`config.mk`:
```
export PLATFORM = sky130hd
export DESIGN_NAME = spi_sensor_responder_flat
export DESIGN_NICKNAME = d
export VERILOG_FILES = /design/src/rtl/spi_sensor_responder_if.sv /design/src/rtl/spi_sensor_responder.sv /design/src/flat_wrapper.sv
export SDC_FILE = /design/constraint.sdc
export NUM_CORES = 1
export LEC_CHECK = 0
export BUFFER_PORTS_ARGS = -buffer_cell sky130_fd_sc_hd__buf_2
export CORE_MARGIN = 2
export CORE_UTILIZATION = 25
export CTS_CLUSTER_SIZE = 14
export DETAILED_ROUTE_END_ITERATION = 7
export MAX_ROUTING_LAYER = met4
export PLACE_DENSITY = 0.48
export SLEW_MARGIN = 40
export SYNTH_ARGS = -nofsm -noshare
export SYNTH_HDL_FRONTEND = slang
export SYNTH_SLANG_ARGS = --single-unit
export TNS_END_PERCENT = 100
```
`constraint.sdc`:
```
create_clock -name clk -period 2.7 [get_ports clk]
set_input_delay 0.54 -clock clk [delete_from_list [all_inputs] [get_ports clk]]
set_output_delay 0.54 -clock clk [all_outputs]
set_load 0.02 [all_outputs]
```
`src/rtl/spi_sensor_responder_if.sv`:
```
// SPI link between an initiator (master) and the emulated sensor target (slave).
interface spi_sensor_responder_if;
  logic sck;
  logic cs;
  logic mosi;
  logic miso;
  logic miso_oe;

  modport master (output sck, output cs, output mosi, input miso, input miso_oe);
  modport slave  (input sck, input cs, input mosi, output miso, output miso_oe);
endinterface

```
`src/rtl/spi_sensor_responder.sv`:
```
// Mode-3 SPI target emulating a humidity/pressure sensor register map.
// Optional feature macro SPI_RESP_BURST_EN: auto-increment burst reads/writes until cs rises.
module spi_sensor_responder #(
  parameter logic [7:0] CHIP_ID     = 8'h60,
  parameter int         SYNC_STAGES = 2
) (
  input  logic                  clk,
  input  logic                  reset,
  spi_sensor_responder_if.slave spi,
  input  logic [63:0]           meas_data,
  input  logic                  meas_valid,
  input  logic                  busy,
  output logic [2:0]            ctrl_hum,
  output logic [7:0]            ctrl_meas,
  output logic [7:0]            config_reg,
  output logic                  wr_strobe,
  output logic [6:0]            wr_addr,
  output logic [7:0]            wr_data
);

  typedef enum logic [2:0] {IDLE, ADDR, RD_DATA, WR_DATA, DRAIN} state_t;

  logic [SYNC_STAGES-1:0] sck_sync;
  logic [SYNC_STAGES-1:0] cs_sync;
  logic [SYNC_STAGES-1:0] mosi_sync;
  logic        sck_s, cs_s, mosi_s;
  logic        sck_prev, cs_prev;
  logic        sck_rise, sck_fall, cs_fall, cs_rise;

  state_t      state;
  logic [2:0]  bit_cnt;
  logic [6:0]  shift_in;
  logic [7:0]  shift_out;
  logic [6:0]  addr;
  logic        rd_mode;
  logic [7:0]  rx_byte;
  logic [63:0] shadow;
  logic [63:0] pending;
  logic        pending_flag;

  assign sck_s    = sck_sync[SYNC_STAGES-1];
  assign cs_s     = cs_sync[SYNC_STAGES-1];
  assign mosi_s   = mosi_sync[SYNC_STAGES-1];
  assign sck_rise = sck_s & ~sck_prev;
  assign sck_fall = ~sck_s & sck_prev;
  assign cs_fall  = ~cs_s & cs_prev;
  assign cs_rise  = cs_s & ~cs_prev;
  assign rx_byte  = {shift_in, mosi_s};

  // Idle levels (sck and cs high) are the reset value so reset never fakes an edge.
  always_ff @(posedge clk) begin
    if (reset) begin
      sck_sync  <= '1;
      cs_sync   <= '1;
      mosi_sync <= '0;
      sck_prev  <= 1'b1;
      cs_prev   <= 1'b1;
    end else begin
      sck_sync  <= {sck_sync[SYNC_STAGES-2:0], spi.sck};
      cs_sync   <= {cs_sync[SYNC_STAGES-2:0], spi.cs};
      mosi_sync <= {mosi_sync[SYNC_STAGES-2:0], spi.mosi};
      sck_prev  <= sck_s;
      cs_prev   <= cs_s;
    end
  end

  function automatic logic [7:0] read_reg(input logic [6:0] a);
    logic [7:0] v;
    v = 8'h00;
    case (a)
      7'h50:   v = CHIP_ID;
      7'h72:   v = {5'b0, ctrl_hum};
      7'h73:   v = {4'b0, busy, 3'b0};
      7'h74:   v = ctrl_meas;
      7'h75:   v = config_reg;
      7'h77:   v = shadow[63:56];
      7'h78:   v = shadow[55:48];
      7'h79:   v = shadow[47:40];
      7'h7A:   v = shadow[39:32];
      7'h7B:   v = shadow[31:24];
      7'h7C:   v = shadow[23:16];
      7'h7D:   v = shadow[15:8];
      7'h7E:   v = shadow[7:0];
      default: v = 8'h00;
    endcase
    return v;
  endfunction

  // Rising and falling sck edges never coincide, so shifting out and reloading cannot collide.
  always_ff @(posedge clk) begin
    if (reset) begin
      state      <= IDLE;
      bit_cnt    <= 3'd0;
      shift_in   <= 7'd0;
      shift_out  <= 8'd0;
      addr       <= 7'd0;
      rd_mode    <= 1'b0;
      spi.miso   <= 1'b0;
      spi.miso_oe <= 1'b0;
      ctrl_hum   <= 3'd0;
      ctrl_meas  <= 8'd0;
      config_reg <= 8'd0;
      wr_strobe  <= 1'b0;
      wr_addr    <= 7'd0;
      wr_data    <= 8'd0;
    end else begin
      wr_strobe <= 1'b0;
      if (cs_s) begin
        state       <= IDLE;
        bit_cnt     <= 3'd0;
        spi.miso    <= 1'b0;
        spi.miso_oe <= 1'b0;
      end else begin
        if (sck_fall && (state == RD_DATA || (state == DRAIN && rd_mode))) begin
          spi.miso    <= shift_out[7];
          spi.miso_oe <= 1'b1;
          shift_out   <= {shift_out[6:0], 1'b1};
        end
        if (state == IDLE) begin
          if (cs_fall) begin
            state   <= ADDR;
            bit_cnt <= 3'd0;
          end
        end else if (sck_rise) begin
          shift_in <= rx_byte[6:0];
          bit_cnt  <= bit_cnt + 3'd1;
          if (bit_cnt == 3'd7) begin
            case (state)
              ADDR: begin
                addr    <= rx_byte[6:0];
                rd_mode <= rx_byte[7];
                if (rx_byte[7]) begin
                  state     <= RD_DATA;
                  shift_out <= read_reg(rx_byte[6:0]);
                end else begin
                  state <= WR_DATA;
                end
              end
              RD_DATA: begin
`ifdef SPI_RESP_BURST_EN
                addr      <= addr + 7'd1;
                shift_out <= read_reg(addr + 7'd1);
`else
                state     <= DRAIN;
                shift_out <= 8'hFF;
`endif
              end
              WR_DATA: begin
                if (addr == 7'h72 || addr == 7'h74 || addr == 7'h75) begin
                  wr_strobe <= 1'b1;
                  wr_addr   <= addr;
                  wr_data   <= rx_byte;
                  case (addr)
                    7'h72:   ctrl_hum   <= rx_byte[2:0];
                    7'h74:   ctrl_meas  <= rx_byte;
                    default: config_reg <= rx_byte;
                  endcase
                end
`ifdef SPI_RESP_BURST_EN
                addr <= addr + 7'd1;
`else
                state <= DRAIN;
`endif
              end
              default: shift_out <= 8'hFF;
            endcase
          end
        end
      end
    end
  end

  // Updates arriving mid-transaction are parked until cs rises so burst reads stay coherent.
  always_ff @(posedge clk) begin
    if (reset) begin
      shadow       <= 64'd0;
      pending      <= 64'd0;
      pending_flag <= 1'b0;
    end else begin
      if (cs_rise && pending_flag) begin
        shadow       <= pending;
        pending_flag <= 1'b0;
      end
      if (meas_valid) begin
        if (cs_s) begin
          shadow <= meas_data;
        end else begin
          pending      <= meas_data;
          pending_flag <= 1'b1;
        end
      end
    end
  end

endmodule

```
`src/flat_wrapper.sv`:
```
// flat-port wrapper written by rule: the top's interface ports become plain ports
module spi_sensor_responder_flat 
#(
  parameter logic [7:0] CHIP_ID     = 8'h60,
  parameter int         SYNC_STAGES = 2
)
  (clk, reset, meas_data, meas_valid, busy, ctrl_hum, ctrl_meas, config_reg, wr_strobe, wr_addr, wr_data, spi_sck, spi_cs, spi_mosi, spi_miso, spi_miso_oe);
  spi_sensor_responder_if spi_i ();
  input  logic clk;
  input  logic reset;
  input  logic [63:0] meas_data;
  input  logic meas_valid;
  input  logic busy;
  output logic [2:0] ctrl_hum;
  output logic [7:0] ctrl_meas;
  output logic [7:0] config_reg;
  output logic wr_strobe;
  output logic [6:0] wr_addr;
  output logic [7:0] wr_data;
  input wire logic [$bits(spi_i.sck)-1:0] spi_sck;
  input wire logic [$bits(spi_i.cs)-1:0] spi_cs;
  input wire logic [$bits(spi_i.mosi)-1:0] spi_mosi;
  output wire logic [$bits(spi_i.miso)-1:0] spi_miso;
  output wire logic [$bits(spi_i.miso_oe)-1:0] spi_miso_oe;
  assign spi_i.sck = spi_sck;
  assign spi_i.cs = spi_cs;
  assign spi_i.mosi = spi_mosi;
  assign spi_miso = spi_i.miso;
  assign spi_miso_oe = spi_i.miso_oe;
  spi_sensor_responder #(.CHIP_ID(CHIP_ID), .SYNC_STAGES(SYNC_STAGES)) u_core (.clk(clk), .reset(reset), .spi(spi_i), .meas_data(meas_data), .meas_valid(meas_valid), .busy(busy), .ctrl_hum(ctrl_hum), .ctrl_meas(ctrl_meas), .config_reg(config_reg), .wr_strobe(wr_strobe), .wr_addr(wr_addr), .wr_data(wr_data));
endmodule
```
==> results.sh, run 1 <==
export IMPL_nets=1161
export IMPL_synth_warnings=0
export IMPL_p_sw_share_pct=23.0
export IMPL_drive_gt1_share_pct=18.6
export IMPL_io_buffer_count=107
export IMPL_rsz0062_at_grt="no"
export IMPL_ctsResizeCount=0
export IMPL_cts_sinks=203
export IMPL_ys_seq_area_share_pct=46.0
export IMPL_drt_vias_per_instance=4.79
export IMPL_ctsHoldBuffers=0
export IMPL_crit_fanout=16
export IMPL_cp_start_kind="flip-flop"
export IMPL_seqPwrFrac_pct=45.6
export IMPL_hold_violations=0
export IMPL_cts_made_buffers=25
export IMPL_min_path_cells=2
export IMPL_synth_fp_nets=1085
export IMPL_r2r_end="u_core.shift_out[1]"
export IMPL_critPathCaptureType="flip-flop"
export IMPL_antenna_found_initial=1
export IMPL_routed_wl_um=27800
export IMPL_synth_edff_count=0
export IMPL_io_pins=108
export IMPL_synth_distinct_cells=58
export IMPL_cts_tree="built"
export IMPL_rows=68
export IMPL_drt_iter0_drc=464
export IMPL_die_h_um=192
export IMPL_slew_viol_final=0
export IMPL_syn_to_final_growth_pct=21.3
export IMPL_synthAdderAreaFrac_pct=0.283
export IMPL_synth_cells=1012
export IMPL_fin_ws_ns=0.429
export IMPL_worstMarginPinSlew_ns=0.706
export IMPL_clk_pin_slew_ns=0.06
export IMPL_cts_path_max_buffers=3
export IMPL_r2r_cells=6
export IMPL_reg2reg_setup_slack_ns=0.43
export IMPL_track_usage_pct=15.5
export IMPL_overflow=0
export IMPL_hp_start="spi_cs"
export IMPL_cts_max_level=1
export IMPL_pwr_share_clk_pct=48.8
export IMPL_cts_root_buf="clkbuf_16"
export IMPL_synth_area_top_cells="dfxtp_1 46%, mux2i_1 13%, nand2_1 6.6%"
export IMPL_num_vias=7481
export IMPL_reg2reg_from="u_core.shift_in[3]"
export IMPL_status="finished clean"
export IMPL_yosys_area_share_xor_xnor_pct=0
export IMPL_combPwrFrac_pct=5.6
export IMPL_use_met3_pct=2.19
export IMPL_synthArstFlopShare_pct=0
export IMPL_grt_max_degree=105
export IMPL_yosys_cell_count_top_type="dfxtp_1"
export IMPL_syn_cell_area_um2=8830
export IMPL_fmax_mhz=440
export IMPL_synth_top_cells_by_count="203 x dfxtp_1, 155 x nand2_1, 134 x nor2_1"
export IMPL_critPathArrivalTime_ns=2.70
export IMPL_dieArea_um2=36900
export IMPL_synth_seq_cells=203
export IMPL_routabilityCongestion=0.924
export IMPL_postCtsSetupRepairBufs=0
export IMPL_placeableCoreArea_um2=34600
export IMPL_final_setup_viol_count=0
export IMPL_dp_slack_ns=0.494
export IMPL_path_class="flip-flop to flip-flop"
export IMPL_power_leakage_nw=4.28
export IMPL_crit_required_ns=3.13
export IMPL_hpwl_um=19000
export IMPL_synth_top_family_by_area="simple AND/OR/NAND/NOR gates"
export IMPL_use_met1_pct=21.2
export IMPL_post_route_min_period_ns=2.27
export IMPL_synthSimpleGateAreaFrac_pct=18.6
export IMPL_yosysTopAreaCell="dfxtp_1"
export IMPL_fin_tns_setup_ns=0
export IMPL_top_usage_layer="met2"
export IMPL_min_to="u_core.cs_sync[0]"
export IMPL_internal_power_mw=5.37
export IMPL_syn_avg_cell_area_um2=8.73
export IMPL_power_density_nw_per_um2=652
export IMPL_synthFlopType="dfxtp_1"
export IMPL_post_route_period_util_pct=84.1
export IMPL_wl_per_cell_um=17.8
export IMPL_min_path_type="input port to flip-flop"
export IMPL_ir_drop_uv=405
export IMPL_grt_pass1_vias=7206
export IMPL_muxShareOfSynthArea_pct=14.0
export IMPL_cap_viol_max_count=0
export IMPL_top_regs="u_core.pending (64), u_core.shadow (64)"
export IMPL_p_sw_mw=1.61
export IMPL_start_util_pct=25.5
export IMPL_synth_compound_area_share_pct=16.6
export IMPL_use_met2_pct=24.3
export IMPL_clk_latency_ns=0.52
export IMPL_synth_top_area_share_pct=46.0
export IMPL_ant_nets=0
export IMPL_die_x_um=192
export IMPL_fin_skew_ns=0.0115
export IMPL_slew_headroom_pct=52.9
export IMPL_grt_pass1_wl_um=43000
export IMPL_dr_pass1_iters=5
export IMPL_drc_errors=0
==> critical path, cell delays in order (launching register included) <==
cell	delay [ns]
dfxtp_1	0.77
nand2_1	0.22
or4b_2	0.71
o21ai_0	0.10
or4_1	0.13
a21oi_1	0.06
o31ai_1	0.19
==> cells by family (layout without fill, tap and decap cells) <==
| logic type | Yosys count | after routing |
|---|---|---|
| flops | 203 | 203 |
| simple gates | 368 | 368 |
| mux | 122 | 122 |
| compound gates | 225 | 225 |
| fa+ha+maj | 2 | 2 |
| other cells | 0 | 1 |
| buf+inv | 92 | 185 |
==> cell usage in the layout (no fill, tap or decap), drive strengths merged, types with 3 or more instances in the layout <==
cell	n
and3b	4
a22oi	10
nand2b	7
inv	7
clkbuf	34
a211oi	68
a31oi	8
o221a	8
nand3b	5
nand2	155
mux2i	116
or3	4
a21oi	88
or2	7
o21ai	17
buf	133
nand3	13
o22ai	8
nor2	134
nor3	7
o221ai	3
o211ai	4
nor2b	13
bufinv	3
mux2	5
nor3b	3
and4b	4
dfxtp	203
clkinv	8
==> how the worst max path moves through the flow <==
| stage | from | end | slack (ns) | depth (start not counted) |
|---|---|---|---|---|
| after detailed placement | u_core.shift_in[3] | u_core.shift_out[1] | 0.49 | 6 |
| after global routing | u_core.shift_in[3] | u_core.shift_out[1] | 0.29 | 6 |
| final | u_core.shift_in[3] | u_core.shift_out[1] | 0.43 | 6 |
| after floorplan | u_core.bit_cnt[0] | u_core.ctrl_meas[0] | 0.77 | 7 |
| after CTS | u_core.shift_in[3] | u_core.shift_out[1] | 0.47 | 6 |
| after global placement | u_core.shift_in[3] | u_core.shift_out[1] | 0.53 | 6 |
==> layer usage <==
layer | vias up | routed length [um]
li1 | 3707 | -
met4 | 0 | 554
met2 | 181 | 12600
met3 | 38 | 1260
met5 | - | 0
met1 | 3555 | 13400
==> power by group through the flow <==
stage | Sequential, mW | Combinational (mW) | Clock (mW)
2_1_floorplan | 3.20 | 0.246 | 0
3_3_place_gp | 3.25 | 0.389 | 0
3_5_place_dp | 3.25 | 0.393 | 0
4_1_cts | 3.19 | 0.395 | 3.50
5_1_grt | 3.20 | 0.438 | 3.63
6_report | 3.19 | 0.388 | 3.41
==> final cells by class <==
class                   count  area (um2)
clock inverters            10         129
flip-flops and latches    203        4060
diodes                      1        2.50
inverters                   8        30.0
well taps                 455         569
fillers                  3678       23900
repair buffers            133         812
multi-input cells         717        4400
clock buffers              34         709
==> through the flow <==
stage	area (um2)	hold slack, ns	total power, mW	instances	utilization, %
after detailed placement	9870	0.399	3.65	1516	28.5
final	10700	0.205	6.98	1561	30.9
after floorplan	8830	0.389	3.45	1012	-
after CTS	10700	0.188	7.08	1560	30.9
after global placement	9870	0.397	3.64	1516	28.5
after global routing	10700	0.194	7.26	1561	30.9
Power figures use the tool's default switching activity.
==> inputs of run 2 (changes only) <==
--- a/config.mk
+++ b/config.mk
@@ -5,6 +5,7 @@
 export SDC_FILE = /design/constraint.sdc
 export NUM_CORES = 1
 export LEC_CHECK = 0
+export ABC_AREA = 1
 export BUFFER_PORTS_ARGS = -buffer_cell sky130_fd_sc_hd__buf_2
 export CORE_MARGIN = 2
 export CORE_UTILIZATION = 25
==> constraint.sdc (replaced) <==
create_clock -name clk -period 2.38 [get_ports clk]
set_input_delay 0.476 -clock clk [delete_from_list [all_inputs] [get_ports clk]]
set_output_delay 0.476 -clock clk [all_outputs]
set_load 0.02 [all_outputs]
==> run 2 against run 1 <==
Maximum frequency rose by 12%. Setup slack got worse by 0.082 ns. Non-clock buffer count down 6. Die area is 2.0% higher. Global-route usage fell by 0.30 points. Clock power is 5.9% higher. Synthesized cell count increased by 30%. Sequential cell count unchanged. Wire length rose by 2.3%. Via count rose by 13%. Critical path type unchanged.
==> results.sh, run 2 <==
export IMPL_synth_edff_count=0
export IMPL_ctsHoldBuffers=0
export IMPL_post_route_min_period_ns=2.03
export IMPL_rsz0062_at_grt="no"
export IMPL_synth_top_area_share_pct=45.1
export IMPL_cp_start_kind="flip-flop"
export IMPL_fin_skew_ns=0.0264
export IMPL_r2r_end="u_core.config_reg[3]"
export IMPL_stdcell_area_um2=10800
export IMPL_ys_seq_area_share_pct=45.1
export IMPL_dp_slack_ns=0.360
export IMPL_final_setup_viol_count=0
export IMPL_start_util_pct=25.3
export IMPL_yosys_cell_count_top_type="nor2_1"
export IMPL_io_pins=108
export IMPL_min_path_type="input port to flip-flop"
export IMPL_hold_violations=0
export IMPL_synthArstFlopShare_pct=0
export IMPL_cts_made_buffers=25
export IMPL_drt_vias_per_instance=4.51
export IMPL_place_area_um2=10100
export IMPL_io_buffer_count=107
export IMPL_yosysTopAreaCell="dfxtp_1"
export IMPL_syn_avg_cell_area_um2=6.86
export IMPL_postCtsSetupRepairBufs=0
export IMPL_hpwl_um=20300
export IMPL_cap_viol_max_count=0
export IMPL_power_total_mw=7.74
export IMPL_slew_viol_final=0
export IMPL_dp_cells=1835
export IMPL_r2r_cells=8
export IMPL_hp_start="spi_cs"
export IMPL_synth_fp_nets=1388
export IMPL_num_vias=8481
export IMPL_critPathArrivalTime_ns=2.47
export IMPL_worstMarginPinSlew_ns=0.685
export IMPL_clk_pin_slew_ns=0.06
export IMPL_critPathCaptureType="flip-flop"
export IMPL_whs_ns=0.153
export IMPL_cts_tree="built"
export IMPL_syn_to_final_growth_pct=20.3
export IMPL_track_usage_pct=15.2
export IMPL_die_h_um=194
export IMPL_placeableCoreArea_um2=35600
export IMPL_synth_area_top_cells="dfxtp_1 45%, o21ai_0 11%, nor2_1 9.0%"
export IMPL_synth_seq_cells=203
export IMPL_drive_gt1_share_pct=14.9
export IMPL_grt_pass1_wl_um=44500
export IMPL_routabilityCongestion=0.899
export IMPL_antenna_found_initial=1
export IMPL_path_class="flip-flop to flip-flop"
export IMPL_crit_fanout=12
export IMPL_stdcell_count=1880
export IMPL_cts_max_level=1
export IMPL_power_density_nw_per_um2=713
export IMPL_wl_per_cell_um=15.2
export IMPL_reg2reg_setup_slack_ns=0.35
export IMPL_cts_sinks=203
export IMPL_cts_root_buf="clkbuf_16"
export IMPL_synth_cells=1315
export IMPL_nets=1474
export IMPL_synth_warnings=0
export IMPL_rows=69
export IMPL_dieArea_um2=37600
export IMPL_layout_commonest_cell="nor2_1"
export IMPL_ctsResizeCount=0
export IMPL_power_leakage_nw=5.06
export IMPL_reg2reg_from="u_core.bit_cnt[0]"
export IMPL_cts_path_max_buffers=3
export IMPL_grt_pass1_vias=7743
export IMPL_top_regs="u_core.pending (64), u_core.shadow (64)"
export IMPL_synthFlopType="dfxtp_1"
export IMPL_ir_drop_uv=460
export IMPL_fin_ws_ns=0.346
export IMPL_crit_required_ns=2.82
export IMPL_fin_tns_setup_ns=0
export IMPL_syn_cell_area_um2=9010
export IMPL_die_x_um=194
export IMPL_synth_distinct_cells=31
export IMPL_post_route_period_util_pct=85.5
export IMPL_overflow=0
export IMPL_final_cell_mix="215 x nor2_1, 203 x dfxtp_1, 196 x o21ai_0"
export IMPL_status="finished clean"
export IMPL_ant_nets=0
export IMPL_dr_pass1_iters=5
export IMPL_drt_iter0_drc=657
export IMPL_synth_top_cells_by_count="215 x nor2_1, 203 x dfxtp_1, 196 x o21ai_0"
export IMPL_grt_max_degree=71
export IMPL_min_to="u_core.cs_sync[0]"
export IMPL_clk_latency_ns=0.53
export IMPL_min_path_cells=2
export IMPL_final_core_util_pct=30.5
export IMPL_drc_errors=0
export IMPL_fmax_mhz=492
export IMPL_slew_headroom_pct=54.1
export IMPL_routed_wl_um=28500
run 2: power by group:
part | total [mW] | internal (mW) | switching (mW) | leakage (nW)
clock | 3.61 | 2.12 | 1.50 | 0.389
sequential | 3.59 | 3.53 | 0.0621 | 1.66
combinational | 0.534 | 0.192 | 0.342 | 3.01
run 2: worst max-delay path, cell delays in order, from the launching register on:
cell	delay [ns]
dfxtp_1	0.35
ha_1	0.16
ha_1	0.17
nand2_1	0.10
nor3_2	0.18
nand2_1	0.38
nor2_2	0.37
o21ai_0	0.12
a21oi_1	0.13
run 2: logic make-up after synthesis:
kind of cell | count (synthesis) | share of synthesized area (%)
AOI/OAI and AO/OA | 386 | 21.7
adders and majority gates | 2 | 0.278
buffers and inverters | 269 | 11.6
DFF | 203 | 45.1
and+or+nand+nor | 455 | 21.4
run 2: worst max path at each step:
stage,from,to,slack (ns)
CTS,u_core.bit_cnt[0],u_core.config_reg[3],0.34
global placement,u_core.sck_sync[1],u_core.wr_addr[0],0.44
finish,u_core.bit_cnt[0],u_core.config_reg[3],0.35
detailed placement,u_core.bit_cnt[0],u_core.config_reg[3],0.36
floorplan,u_core.bit_cnt[0],u_core.shift_out[7],0.67
global route,u_core.bit_cnt[0],u_core.wr_addr[0],0.13
run 2: final cells by class:
type / instances / area [um2]
clock buffers: 35 / 723
fillers: 3932 / 24700
clock inverters: 9 / 58.8
well taps: 461 / 577
flip-flops and latches: 203 / 4060
repair buffers: 127 / 748
inverters: 201 / 754
diodes: 1 / 2.50
multi-input cells: 843 / 3920
run 2: layer usage:
metal | global-route usage (%) | vias up | wire (um)
met1 | 21.2 | 3875 | 14000
met5 | - | - | 0
met4 | 3.82 | 0 | 686
met2 | 23.0 | 198 | 12500
met3 | 2.26 | 39 | 1290
li1 | - | 4369 | -
